**src/rtl/uart_debug_rx_pkg.sv**
```systemverilog
// Shared constants for the debug-link UART: default line settings, receiver
// state encodings and the oversample divider calculation.
package uart_debug_rx_pkg;

  localparam int DEFAULT_CLK_FREQ   = 51_000_000;
  localparam int DEFAULT_BAUD       = 115_200;
  localparam int DEFAULT_OVERSAMPLE = 16;
  localparam int DEFAULT_FIFO_DEPTH = 4;
  localparam int BYTE_W             = 8;

  localparam logic [2:0] ST_IDLE      = 3'd0;
  localparam logic [2:0] ST_START     = 3'd1;
  localparam logic [2:0] ST_DATA      = 3'd2;
  localparam logic [2:0] ST_STOP      = 3'd3;
  localparam logic [2:0] ST_WAIT_IDLE = 3'd4;

  // Clocks per oversample tick, rounded to nearest.
  function automatic int calc_div(input int clk_freq, input int baud, input int oversample);
    int ticks_per_s;
    ticks_per_s = baud * oversample;
    return (clk_freq + ticks_per_s / 2) / ticks_per_s;
  endfunction

endpackage

```
**src/rtl/uart_rx_fifo.sv**
```systemverilog
// Small receive FIFO for the debug UART: wrap-bit pointers, no bypass path,
// overrun pulse when a byte arrives into a full FIFO that is not being popped.
module uart_rx_fifo
  import uart_debug_rx_pkg::*;
#(
  parameter int FIFO_DEPTH = DEFAULT_FIFO_DEPTH
) (
  input  logic              clk,
  input  logic              rst,
  input  logic              push,
  input  logic [BYTE_W-1:0] push_data,
  input  logic              pop,
  output logic [BYTE_W-1:0] head,
  output logic              not_empty,
  output logic              overrun
);

  localparam int AW = $clog2(FIFO_DEPTH);

  logic [BYTE_W-1:0] mem [FIFO_DEPTH];
  logic [AW:0]       wr_ptr;
  logic [AW:0]       rd_ptr;
  logic              full;
  logic              empty;
  logic              do_pop;
  logic              do_push;

  assign empty   = (wr_ptr == rd_ptr);
  assign full    = (wr_ptr[AW] != rd_ptr[AW]) && (wr_ptr[AW-1:0] == rd_ptr[AW-1:0]);
  assign do_pop  = pop && !empty;
  // A pop on the same cycle frees the slot, so a push into a full FIFO still lands.
  assign do_push = push && (!full || do_pop);

  always_ff @(posedge clk) begin
    if (rst) begin
      wr_ptr  <= '0;
      rd_ptr  <= '0;
      overrun <= 1'b0;
    end else begin
      overrun <= push && full && !do_pop;
      if (do_push) wr_ptr <= wr_ptr + 1'b1;
      if (do_pop)  rd_ptr <= rd_ptr + 1'b1;
    end
  end

  always_ff @(posedge clk) begin
    if (do_push) mem[wr_ptr[AW-1:0]] <= push_data;
  end

  assign head      = empty ? '0 : mem[rd_ptr[AW-1:0]];
  assign not_empty = !empty;

endmodule

```
**src/rtl/uart_debug_rx.sv**
```systemverilog
// Debug-link UART receiver: synchronises the FTDI line, recovers 8N1 bytes by
// oversampling and hands them to the command decoder through a small FIFO.
module uart_debug_rx
  import uart_debug_rx_pkg::*;
#(
  parameter int CLK_FREQ   = DEFAULT_CLK_FREQ,
  parameter int BAUD       = DEFAULT_BAUD,
  parameter int OVERSAMPLE = DEFAULT_OVERSAMPLE,
  parameter int FIFO_DEPTH = DEFAULT_FIFO_DEPTH
) (
  input  logic        i_clk,
  input  logic        i_rst,
  input  logic        i_uart_rx,
  output logic [7:0]  o_data,
  output logic        o_valid,
  input  logic        i_ready,
  output logic        o_frame_err,
  output logic        o_overrun,
  output logic        o_busy
);

  localparam int DIV   = calc_div(CLK_FREQ, BAUD, OVERSAMPLE);
  localparam int DIV_W = (DIV > 1) ? $clog2(DIV) : 1;
  localparam int TC_W  = $clog2(OVERSAMPLE);
  localparam logic [DIV_W-1:0] DIV_LAST = DIV_W'(DIV - 1);
  localparam logic [TC_W-1:0]  TC_HALF  = TC_W'(OVERSAMPLE / 2 - 1);
  localparam logic [TC_W-1:0]  TC_LAST  = TC_W'(OVERSAMPLE - 1);

  logic             rx_meta;
  logic             rx_s;
  logic [DIV_W-1:0] div_cnt;
  logic             tick;
  logic [2:0]       state;
  logic [TC_W-1:0]  tc;
  logic [2:0]       bit_idx;
  logic [7:0]       shreg;
  logic             frame_err;
  logic             start_edge;
  logic             bit_centre;
  logic             push;
  logic             pop;

  // Input synchroniser; both flops reset to the idle-high line level.
  always_ff @(posedge i_clk) begin
    if (i_rst) begin
      rx_meta <= 1'b1;
      rx_s    <= 1'b1;
    end else begin
      rx_meta <= i_uart_rx;
      rx_s    <= rx_meta;
    end
  end

  assign start_edge = (state == ST_IDLE) && !rx_s;
  assign tick       = (div_cnt == DIV_LAST);
  assign bit_centre = tick && (tc == TC_LAST);

  // Tick divider, re-phased to the start edge so sample points sit mid-bit.
  always_ff @(posedge i_clk) begin
    if (i_rst || start_edge || tick) div_cnt <= '0;
    else                             div_cnt <= div_cnt + 1'b1;
  end

  // Receiver FSM
  always_ff @(posedge i_clk) begin
    if (i_rst) begin
      state     <= ST_IDLE;
      tc        <= '0;
      bit_idx   <= '0;
      frame_err <= 1'b0;
    end else begin
      frame_err <= 1'b0;
      case (state)
        ST_IDLE: begin
          if (!rx_s) begin
            state <= ST_START;
            tc    <= '0;
          end
        end
        ST_START: begin
          if (tick) begin
            if (tc == TC_HALF) begin
              tc      <= '0;
              bit_idx <= '0;
              state   <= rx_s ? ST_IDLE : ST_DATA;
            end else begin
              tc <= tc + 1'b1;
            end
          end
        end
        ST_DATA: begin
          if (tick) begin
            if (tc == TC_LAST) begin
              tc <= '0;
              if (bit_idx == 3'd7) state   <= ST_STOP;
              else                 bit_idx <= bit_idx + 1'b1;
            end else begin
              tc <= tc + 1'b1;
            end
          end
        end
        ST_STOP: begin
          if (tick) begin
            if (tc == TC_LAST) begin
              tc <= '0;
              if (rx_s) begin
                state <= ST_IDLE;
              end else begin
                frame_err <= 1'b1;
                state     <= ST_WAIT_IDLE;
              end
            end else begin
              tc <= tc + 1'b1;
            end
          end
        end
        ST_WAIT_IDLE: begin
          if (rx_s) state <= ST_IDLE;
        end
        default: state <= ST_IDLE;
      endcase
    end
  end

  always_ff @(posedge i_clk) begin
    if ((state == ST_DATA) && bit_centre) shreg <= {rx_s, shreg[7:1]};
  end

  assign push = (state == ST_STOP) && bit_centre && rx_s;
  assign pop  = o_valid && i_ready;

  uart_rx_fifo #(
    .FIFO_DEPTH (FIFO_DEPTH)
  ) u_fifo (
    .clk       (i_clk),
    .rst       (i_rst),
    .push      (push),
    .push_data (shreg),
    .pop       (pop),
    .head      (o_data),
    .not_empty (o_valid),
    .overrun   (o_overrun)
  );

  assign o_frame_err = frame_err;
  assign o_busy      = (state != ST_IDLE);

endmodule

```
**config.mk**
```make
export PLATFORM = sky130hd
export DESIGN_NAME = uart_debug_rx
export DESIGN_NICKNAME = d
export VERILOG_FILES = /design/src/rtl/uart_debug_rx_pkg.sv /design/src/rtl/uart_rx_fifo.sv /design/src/rtl/uart_debug_rx.sv
export SDC_FILE = /design/constraint.sdc
export NUM_CORES = 1
export LEC_CHECK = 0
export ABC_AREA = 1
export CORE_MARGIN = 2
export CORE_UTILIZATION = 30
export DETAILED_ROUTE_END_ITERATION = 8
export SYNTH_ARGS = -nofsm -noshare
export SYNTH_HDL_FRONTEND = slang
export SYNTH_SLANG_ARGS = --single-unit
```
**constraint.sdc**
```tcl
create_clock -name i_clk -period 2.3 [get_ports i_clk]
set_input_delay 0.69 -clock i_clk [delete_from_list [all_inputs] [get_ports i_clk]]
set_output_delay 0.69 -clock i_clk [all_outputs]
set_load 0.01 [all_outputs]
```
==> flow_metrics.tcl <==
set metrics [dict create \
    met1Wirelength_mm 2.483 \
    drc 0 \
    cts_root_buffer "clkbuf_8" \
    end_kind "output port" \
    syn_to_final_growth_pct 21.20 \
    holdWs_ns 0.4420 \
    cts_tree "done" \
    tightest_slew_ns 0.3264 \
    grt_max_degree 17 \
    syn_inst 314 \
    ys_seq_area_share_pct 58.78 \
    timing.critical_path.cells "inv_2 -> nand2_1 -> clkdlybuf4s50_1" \
    leakage_nw 1.497 \
    slowest_delay_ns 0.56 \
    antenna_found_initial 0 \
    met3_length_um 236 \
    drive_above_1_share_pct 20.39 \
    cts.sinks 67 \
    ys_types 27 \
    path_class "reg2out" \
    ios 16 \
    clock_latency_ns 0.34 \
    post_dp_cell_area_sq_mm 0.003386 \
    gp_congestion 0.8244 \
    vdd_drop_max_mv 0.3933 \
    relSlewSlack_pct 78.21 \
    grt_usage_pct 11.57 \
    final_area_sq_mm 0.003591 \
    synth_most_common_cell "nor2_1" \
    htree_levels 3 \
    fp.dieW_um 103.4 \
    setup_violations 0 \
    avgSynthCellArea_sq_um 9.436 \
    drt_first_pass_iters 4 \
    cts_buffers 9 \
    wl_per_cell_um 11.21 \
    vias 2131 \
    cp-start-kind "register" \
    yosys_warnings 0 \
    status "finished, final reports clean" \
    maxCapViolCount 0 \
    rsz0062_at_grt "false" \
    synth_nets 327 \
    synth_area_leaders "edfxtp_1, dfxtp_1, nor2_1" \
    worst_slack_ns 0.1153 \
    chipHeight_um 103.4 \
    fillCellCount 975 \
    dpl_worst_slack_ns 0.03501 \
    yosys_most_used_dff "edfxtp_1" \
    max_freq_mhz 457.7 \
    wl_met2_mm 2.709 \
    numPortBuffers 15 \
    synth_commonest_cells "nor2_1, nand2_1, edfxtp_1, inv_1, dfxtp_1" \
    ys_ff_latch 67 \
    die-area_sq_mm 0.01069 \
    hold_class "reg2reg" \
    netlist_area_sq_mm 0.002963 \
    worstPathRequired_ns 1.61 \
    overflow 0 \
    diodes 0 \
    cts.clk_slew.worst_paths_ns 0.08 \
    fin_tns_setup_ns 0 \
    drtIter0Drc 60 \
    instances_no_fill 491 \
    synth_top_cell_by_area "edfxtp_1" \
    critPathSlowestCell "clkdlybuf4s50_1" \
    via_per_inst 4.340 \
    hold_viol_final 0 \
    hpwl_mm 3.991 \
    maxSlewViolCount 0 \
    async_flop_share_pct 0 \
    worst-endpoint-arrival_ns 1.49 \
    clk_path_buf_depth 2 \
    ant_nets 0 \
    yosysTopAreaCellShare_pct 40.54 \
    grt_pass1_wl_mm 9.335 \
    fp-row-count 36 \
    min_period_ns 2.185 \
    initial_core_util_pct 30.59 \
    pwr_density_cell_mw_per_mm2 780.3 \
    period_share_pct 94.99 \
    grt_pass1_vias 2030 \
    crit_fanout 7 \
    dp.cells 472 \
    clock_skew_ns 0.01395 \
    highest_layer "met4" \
    routed_wirelength_mm 5.505 \
    synth-edff-count 40 \
    fin_nets 366 \
    core_sq_mm 0.009684 \
]
[layout make-up]
type                            instances  area [sq um]  share of cell area, %
Timing Repair Buffer                   34         271.5                  7.561
Tap cell                              133         166.4                  4.634
Clock inverter                          7         52.55                  1.463
Inverter                               38         142.6                  3.972
Clock buffer                            9         123.9                  3.449
Sequential cell                        67          1749                  48.71
Multi-Input combinational cell        203          1085                  30.21
[stage by stage]
step	util [%]	power, W
after global routing	37.08	0.002988
after global placement	34.96	0.001957
after detailed placement	34.96	0.001960
after CTS	37.00	0.002828
final	37.08	0.002802
after floorplan	-	0.001812
[routing by layer]
layer / GRT usage, % / vias to the layer above
met5: 0 / -
met4: 3.745 / 0
met3: 3.965 / 10
met2: 19.75 / 34
met1: 13.68 / 976
li1: - / 1111
[worst paths after layout]
| check | start | endpoint | slack, ns | cells after the start |
|---|---|---|---|---|
| max | state[1] | o_busy | 0.12 | 3 |
| min | rx_meta | rx_s | 0.44 | 1 |
| max reg2reg | div_cnt[0] | u_fifo.mem[1][4] | 0.37 | 8 |
| min reg2reg | rx_meta | rx_s | 0.44 | 1 |
[critical path: cells and delay by family (launching register included)]
kind          cells  cell delay [ns]
buf+inv           2             0.64
flops             1             0.42
simple gates      1             0.11
[flip-flops by register name (all words and copies together), names as in the netlist, named ones only]
name / count
bit_idx: 3
div_cnt: 5
o_frame_err: 1
rx_meta: 1
rx_s: 1
shreg: 8
state: 3
tc: 4
u_fifo.mem: 32
u_fifo.overrun: 1
u_fifo.rd_ptr: 3
u_fifo.wr_ptr: 3
[cells by family after synthesis]
logic type	count (synthesis)	share of synthesized area, %
adders and majority gates	9	3.801
and+or+nand+nor	153	22.55
AOI/OAI and AO/OA	33	6.799
xor gates and xnor gates	8	2.365
buffers and inverters	44	5.701
DFF	67	58.78
[power by group]
part	internal [W]	switching (W)	total, W
clock network	0.000396	0.000464	0.000860
logic	0.000210	0.000375	0.000585
registers	0.00131	0.0000512	0.00136
[timing repair]
action,4_1_cts,5_1_grt
pin swaps,3,1
gates resized for setup,41,5
hold buffers,0,0
buffers inserted,3,0
endpoints found under the setup margin,10,8
[cell usage in the layout (no fill, tap or decap), types with 11 or more instances in the layout]
cell type	instances
buf_4	16
o21ai_0	12
nor2_1	63
nand3_1	11
edfxtp_1	40
inv_1	33
dfxtp_1	21
nand2_1	55
Power figures use the tool's default switching activity.
